`src/rtl/cac_uart_transmitter_if.sv`:
```
// rtl/cac_uart_transmitter_if.sv - byte valid/ready handshake into the CAC UART transmitter
interface cac_uart_transmitter_if;
   logic [7:0] tx_data;
   logic       tx_valid;
   logic       tx_ready;

   modport master (
      output tx_data,
      output tx_valid,
      input  tx_ready
   );

   modport slave (
      input  tx_data,
      input  tx_valid,
      output tx_ready
   );
endinterface

```
`src/rtl/cac_uart_transmitter.sv`:
```
// rtl/cac_uart_transmitter.sv - CAC link UART transmitter: byte FIFO feeding an MSB-first start/data/stop serialiser
module cac_uart_transmitter #(
   parameter int CLOCK_FREQUENCY = 100_000_000,
   parameter int BAUDRATE        = 115200,
   parameter int FIFO_DEPTH      = 8,
   parameter int STOP_BITS       = 1
) (
   input  logic                        clk,
   input  logic                        rst,
   cac_uart_transmitter_if.slave       host,
   output logic                        uart_tx,
   output logic                        busy,
   output logic [$clog2(FIFO_DEPTH):0] fifo_count
);
   localparam int CPB         = CLOCK_FREQUENCY / BAUDRATE;
   localparam int STOP_CYCLES = STOP_BITS * CPB;
   localparam int CNT_W       = $clog2(STOP_CYCLES + 1);
   localparam int PW          = $clog2(FIFO_DEPTH);
   localparam int CW          = PW + 1;
   localparam logic [CNT_W-1:0] BIT_LAST  = CNT_W'(CPB - 1);
   localparam logic [CNT_W-1:0] STOP_LAST = CNT_W'(STOP_CYCLES - 1);

   typedef enum logic [1:0] {IDLE, START, DATA, STOP} state_t;

   state_t           state, state_nx;
   logic [CNT_W-1:0] baud_cnt, baud_cnt_nx;
   logic [2:0]       bit_cnt, bit_cnt_nx;
   logic [7:0]       shift, shift_nx;
   logic             uart_tx_nx;
   logic [PW-1:0]    wr_ptr, rd_ptr;
   logic [7:0]       mem [FIFO_DEPTH];
   logic             push, pop;

   // Ready is held low through reset so no byte can slip in while pointers clear.
   assign host.tx_ready = rst && (fifo_count < CW'(FIFO_DEPTH));
   assign push          = host.tx_valid && host.tx_ready;
   assign busy          = (state != IDLE) || (fifo_count != '0);

   always_comb begin
      state_nx    = state;
      baud_cnt_nx = baud_cnt + CNT_W'(1);
      bit_cnt_nx  = bit_cnt;
      shift_nx    = shift;
      uart_tx_nx  = uart_tx;
      pop         = 1'b0;
      case (state)
         IDLE: begin
            uart_tx_nx  = 1'b1;
            baud_cnt_nx = '0;
            if (fifo_count != '0) begin
               pop        = 1'b1;
               shift_nx   = mem[rd_ptr];
               uart_tx_nx = 1'b0;
               state_nx   = START;
            end
         end
         START: begin
            if (baud_cnt == BIT_LAST) begin
               baud_cnt_nx = '0;
               bit_cnt_nx  = '0;
               uart_tx_nx  = shift[7];
               state_nx    = DATA;
            end
         end
         DATA: begin
            if (baud_cnt == BIT_LAST) begin
               baud_cnt_nx = '0;
               if (bit_cnt == 3'd7) begin
                  uart_tx_nx = 1'b1;
                  state_nx   = STOP;
               end else begin
                  shift_nx   = {shift[6:0], 1'b0};
                  uart_tx_nx = shift[6];
                  bit_cnt_nx = bit_cnt + 3'd1;
               end
            end
         end
         STOP: begin
            // A queued byte starts its start bit straight out of the stop bit, no idle gap.
            if (baud_cnt == STOP_LAST) begin
               baud_cnt_nx = '0;
               if (fifo_count != '0) begin
                  pop        = 1'b1;
                  shift_nx   = mem[rd_ptr];
                  uart_tx_nx = 1'b0;
                  state_nx   = START;
               end else begin
                  state_nx = IDLE;
               end
            end
         end
         default: begin
            state_nx   = IDLE;
            uart_tx_nx = 1'b1;
         end
      endcase
   end

   always_ff @(posedge clk) begin
      if (!rst) begin
         state      <= IDLE;
         baud_cnt   <= '0;
         bit_cnt    <= '0;
         shift      <= '0;
         uart_tx    <= 1'b1;
         wr_ptr     <= '0;
         rd_ptr     <= '0;
         fifo_count <= '0;
      end else begin
         state      <= state_nx;
         baud_cnt   <= baud_cnt_nx;
         bit_cnt    <= bit_cnt_nx;
         shift      <= shift_nx;
         uart_tx    <= uart_tx_nx;
         fifo_count <= fifo_count + CW'(push) - CW'(pop);
         if (push) begin
            wr_ptr <= wr_ptr + PW'(1);
         end
         if (pop) begin
            rd_ptr <= rd_ptr + PW'(1);
         end
      end
   end

   always_ff @(posedge clk) begin
      if (push) begin
         mem[wr_ptr] <= host.tx_data;
      end
   end
endmodule

```
`src/flat_wrapper.sv`:
```
// flat-port wrapper written by rule: the top's interface ports become plain ports
module cac_uart_transmitter_flat 
#(
   parameter int CLOCK_FREQUENCY = 100_000_000,
   parameter int BAUDRATE        = 115200,
   parameter int FIFO_DEPTH      = 8,
   parameter int STOP_BITS       = 1
)
  (clk, rst, uart_tx, busy, fifo_count, host_tx_data, host_tx_valid, host_tx_ready);
  cac_uart_transmitter_if host_i ();
  input  logic clk;
  input  logic rst;
  output logic uart_tx;
  output logic busy;
  output logic [$clog2(FIFO_DEPTH):0] fifo_count;
  input wire logic [$bits(host_i.tx_data)-1:0] host_tx_data;
  input wire logic [$bits(host_i.tx_valid)-1:0] host_tx_valid;
  output wire logic [$bits(host_i.tx_ready)-1:0] host_tx_ready;
  assign host_i.tx_data = host_tx_data;
  assign host_i.tx_valid = host_tx_valid;
  assign host_tx_ready = host_i.tx_ready;
  cac_uart_transmitter #(.CLOCK_FREQUENCY(CLOCK_FREQUENCY), .BAUDRATE(BAUDRATE), .FIFO_DEPTH(FIFO_DEPTH), .STOP_BITS(STOP_BITS)) u_core (.clk(clk), .rst(rst), .host(host_i), .uart_tx(uart_tx), .busy(busy), .fifo_count(fifo_count));
endmodule
```
`config.mk`:
```
export PLATFORM = sky130hd
export DESIGN_NAME = cac_uart_transmitter_flat
export DESIGN_NICKNAME = d
export VERILOG_FILES = /design/src/rtl/cac_uart_transmitter_if.sv /design/src/rtl/cac_uart_transmitter.sv /design/src/flat_wrapper.sv
export SDC_FILE = /design/constraint.sdc
export NUM_CORES = 1
export LEC_CHECK = 0
export CORE_MARGIN = 3
export CORE_UTILIZATION = 26
export CTS_BUF_LIST = sky130_fd_sc_hd__clkbuf_4
export CTS_CLUSTER_DIAMETER = 30
export DETAILED_ROUTE_END_ITERATION = 10
export PLACE_DENSITY = 0.41
export SLEW_MARGIN = 20
export SYNTH_ARGS = -nofsm -noshare
export SYNTH_HDL_FRONTEND = slang
export SYNTH_SLANG_ARGS = --single-unit
export TNS_END_PERCENT = 5
```
`constraint.sdc`:
```
create_clock -name clk -period 2.3 [get_ports clk]
set_input_delay 0.46 -clock clk [delete_from_list [all_inputs] [get_ports clk]]
set_output_delay 0.46 -clock clk [all_outputs]
set_load 0.1 [all_outputs]
```
==> flow_summary.ini <==
[run_status]
status = completed

[grt]
grt_overflow = 0
grt_pass1_wl_mm = 14.25
antenna_found_initial = 0
grt_max_degree = 21
grt_pass1_vias = 2554
grt_use_total_pct = 10.41

[layout]
nets = 387
diodes = 0
regArea_sq_um = 2670
fillers = 1586
final_cell_area_sq_um = 5086
area_growth_pct = 18.03
drive_gt1_share_pct = 25.00
multiInputGateArea_sq_um = 1574
final_core_util_pct = 31.67

[power]
power.total_mw = 4.971
p_leak_nw = 1.698
vdd_drop_max_mv = 0.4693
p_per_area_nw_per_um2 = 977.3

[synthesis]
synth.distinct_cells = 53
synth_edf_count = 64
syn-mean-instance-area_sq_um = 13.77
ys_top_cells_by_area = edfxtp_1 45%, dfxtp_1 17%, mux4_2 7.8%
ys.warnings.count = 0
syn-instance-count = 313
ys_seq_area_share_pct = 61.79
synthArstFlopShare_pct = 0
synth_area_sq_um = 4309
synth_fp_nets = 341
synth_top_area_cell = edfxtp_1
yosys.area.top_type_share_pct = 44.60
synthFlopType = edfxtp_1
synth-seq-cells = 101

[floorplanning]
io_pins = 18
start_util_pct = 26.83
die_h_microns = 134.7
dieArea_sq_um = 18150
fp-row-count = 46
core_area_sq_um = 16060
die_w_microns = 134.7

[sta]
finalSetupViolCount = 0
hold_viol_final = 0
slew-limit-headroom_pct = 68.88
finClkSkew_ps = 22.79
worst_slew_pin_slew_ps = 464.3
period_share_pct = 97.16
maxSlewViolCount = 0
max_freq_ghz = 0.4475
rsz0062_at_grt = true
period_needed_ps = 2235
hold_slack_ps = 472.1

[worst_setup_path]
worstSetupPathType = flop to flop
startpoint = u_core.fifo_count[2]
end_kind = flop
cp.required_ps = 2690
cp_max_fo = 2
r2r_start = u_core.fifo_count[2]
cp-start-kind = flop
reg2regPathDepth = 10
cp.arrival_ps = 2620

[placed_design]
gp_congestion = 0.7077
place_hpwl_mm = 5.949
numPortBuffers = 17
placedInstanceArea_sq_um = 4921

[routing]
viasPerCell = 4.347
vias = 2521
firstDrtPassIters = 4
drtIter0Drc = 153
ant_nets = 0
drt-wirelength-per-cell_microns = 14.98
drc = 0
wl_mm = 8.691

[clock_network]
cts.clk_slew.worst_paths_ps = 160
root_buffer = clkbuf_4
clock_sinks = 101
post-cts-setup-buffer-count = 0
clk_latency_ps = 470
cts_buffer_depth = 2
cts_buffers = 9
cts_tree = yes
htree_num_levels = 3

[min_path]
min_path_cells = 2
hold_class = flop to flop
hp-start = u_core.bit_cnt[1]

[run]
max_cap_viol_count = 0
layer usage:
layer	up-vias	wire length, microns	track usage, %
met2	27	4156	16.81
met3	12	251	3.055
met4	0	153	3.903
met1	1223	4130	13.24
met5	-	0	0
li1	1259	-	-
cells in the final DEF, fill, tap and decap left out, types with 2 or more instances in the layout:
master	n
nand4_1	2
ha_2	2
or3_1	2
clkinvlp_4	2
edfxtp_1	64
xnor2_1	8
or4_1	2
nor2_1	26
nor3_1	6
nand3_1	3
nand3b_1	2
buf_12	2
a21o_1	2
nand2b_1	4
dfxtp_1	31
inv_1	9
or3b_1	2
nand2_1	23
buf_4	33
a21oi_1	13
a22o_1	7
ha_1	14
inv_6	2
mux2i_1	10
inv_2	2
clkdlybuf4s50_1	10
mux4_2	15
dfxtp_2	6
inv_8	2
clkbuf_4	9
xor2_1	3
o21ai_0	14
synthesized netlist by cell type, types with 2 or more instances:
cell	number
buf_2	4
xor2_1	3
a21oi_1	14
nand3_1	3
nor3_1	6
nor2_1	27
or4_1	2
a21o_1	2
xnor2_1	8
nand2_1	23
a22o_1	7
mux2i_1	10
or3b_1	3
clkbuf_1	3
mux4_2	15
edfxtp_1	64
dfxtp_1	37
nand2b_1	5
inv_1	11
nand3b_1	2
o21ai_0	14
ha_1	16
and2_1	2
or3_1	2
nand4_1	2
timing repair:
item	CTS	global route
hold buffers	0	0
endpoints found under the setup margin	0	4
gates resized for setup	0	11
where the power goes:
part | internal [mW] | total (mW) | switching, mW
logic | 0.804 | 1.87 | 1.06
registers | 2.08 | 2.19 | 0.107
clock network | 0.254 | 0.917 | 0.664
total | 3.14 | 4.97 | 1.83
per-stage QoR:
step	setup WS, ps	setup TNS (ps)	std cells
floorplan	-242.2	-675.0	313
global placement	82.38	0	564
detailed placement	56.58	0	564
CTS	17.11	0	580
global route	-60.46	-120.9	580
finish	65.21	0	580
cells by family after synthesis:
group,after synthesis,synth area share [%]
xor+xnor,11,2.236
buf+inv,22,2.294
simple gates,88,10.60
flops,101,61.79
compound gates,49,7.811
fa+ha+maj,17,5.110
mux,25,10.16
flip-flops by register name, summed over array words and instances, names as in the netlist, named ones only:
name / cells
u_core.uart_tx: 1
u_core.shift: 8
u_core.rd_ptr: 3
u_core.bit_cnt: 3
u_core.wr_ptr: 3
u_core.state: 2
u_core.baud_cnt: 10
u_core.mem: 64
u_core.fifo_count: 4
path summary, 6_finish.rpt:
kind	endpoint	slack (ps)
hold reg to reg	u_core.bit_cnt[1]	470
hold / removal	u_core.bit_cnt[1]	470
setup reg to reg	u_core.fifo_count[1]	70
setup / recovery	u_core.fifo_count[1]	70
layout make-up:
| type | count | area share [%] |
|---|---|---|
| clock inverters | 7 | 1.402 |
| inverters | 12 | 0.8856 |
| repair buffers | 45 | 7.626 |
| clock buffers | 9 | 1.328 |
| multi-input cells | 190 | 30.95 |
| flip-flops and latches | 101 | 52.50 |
| well taps | 216 | 5.314 |
worst max-delay path, cell delays in order (launching register included):
cell	delay, ps
dfxtp_2	360
inv_2	50
ha_2	160
or3b_4	400
nand2b_4	80
nor2_1	40
ha_1	260
inv_1	60
ha_2	170
fa_2	420
and2_4	160
Note: power is estimated with default switching activity, not from simulation.
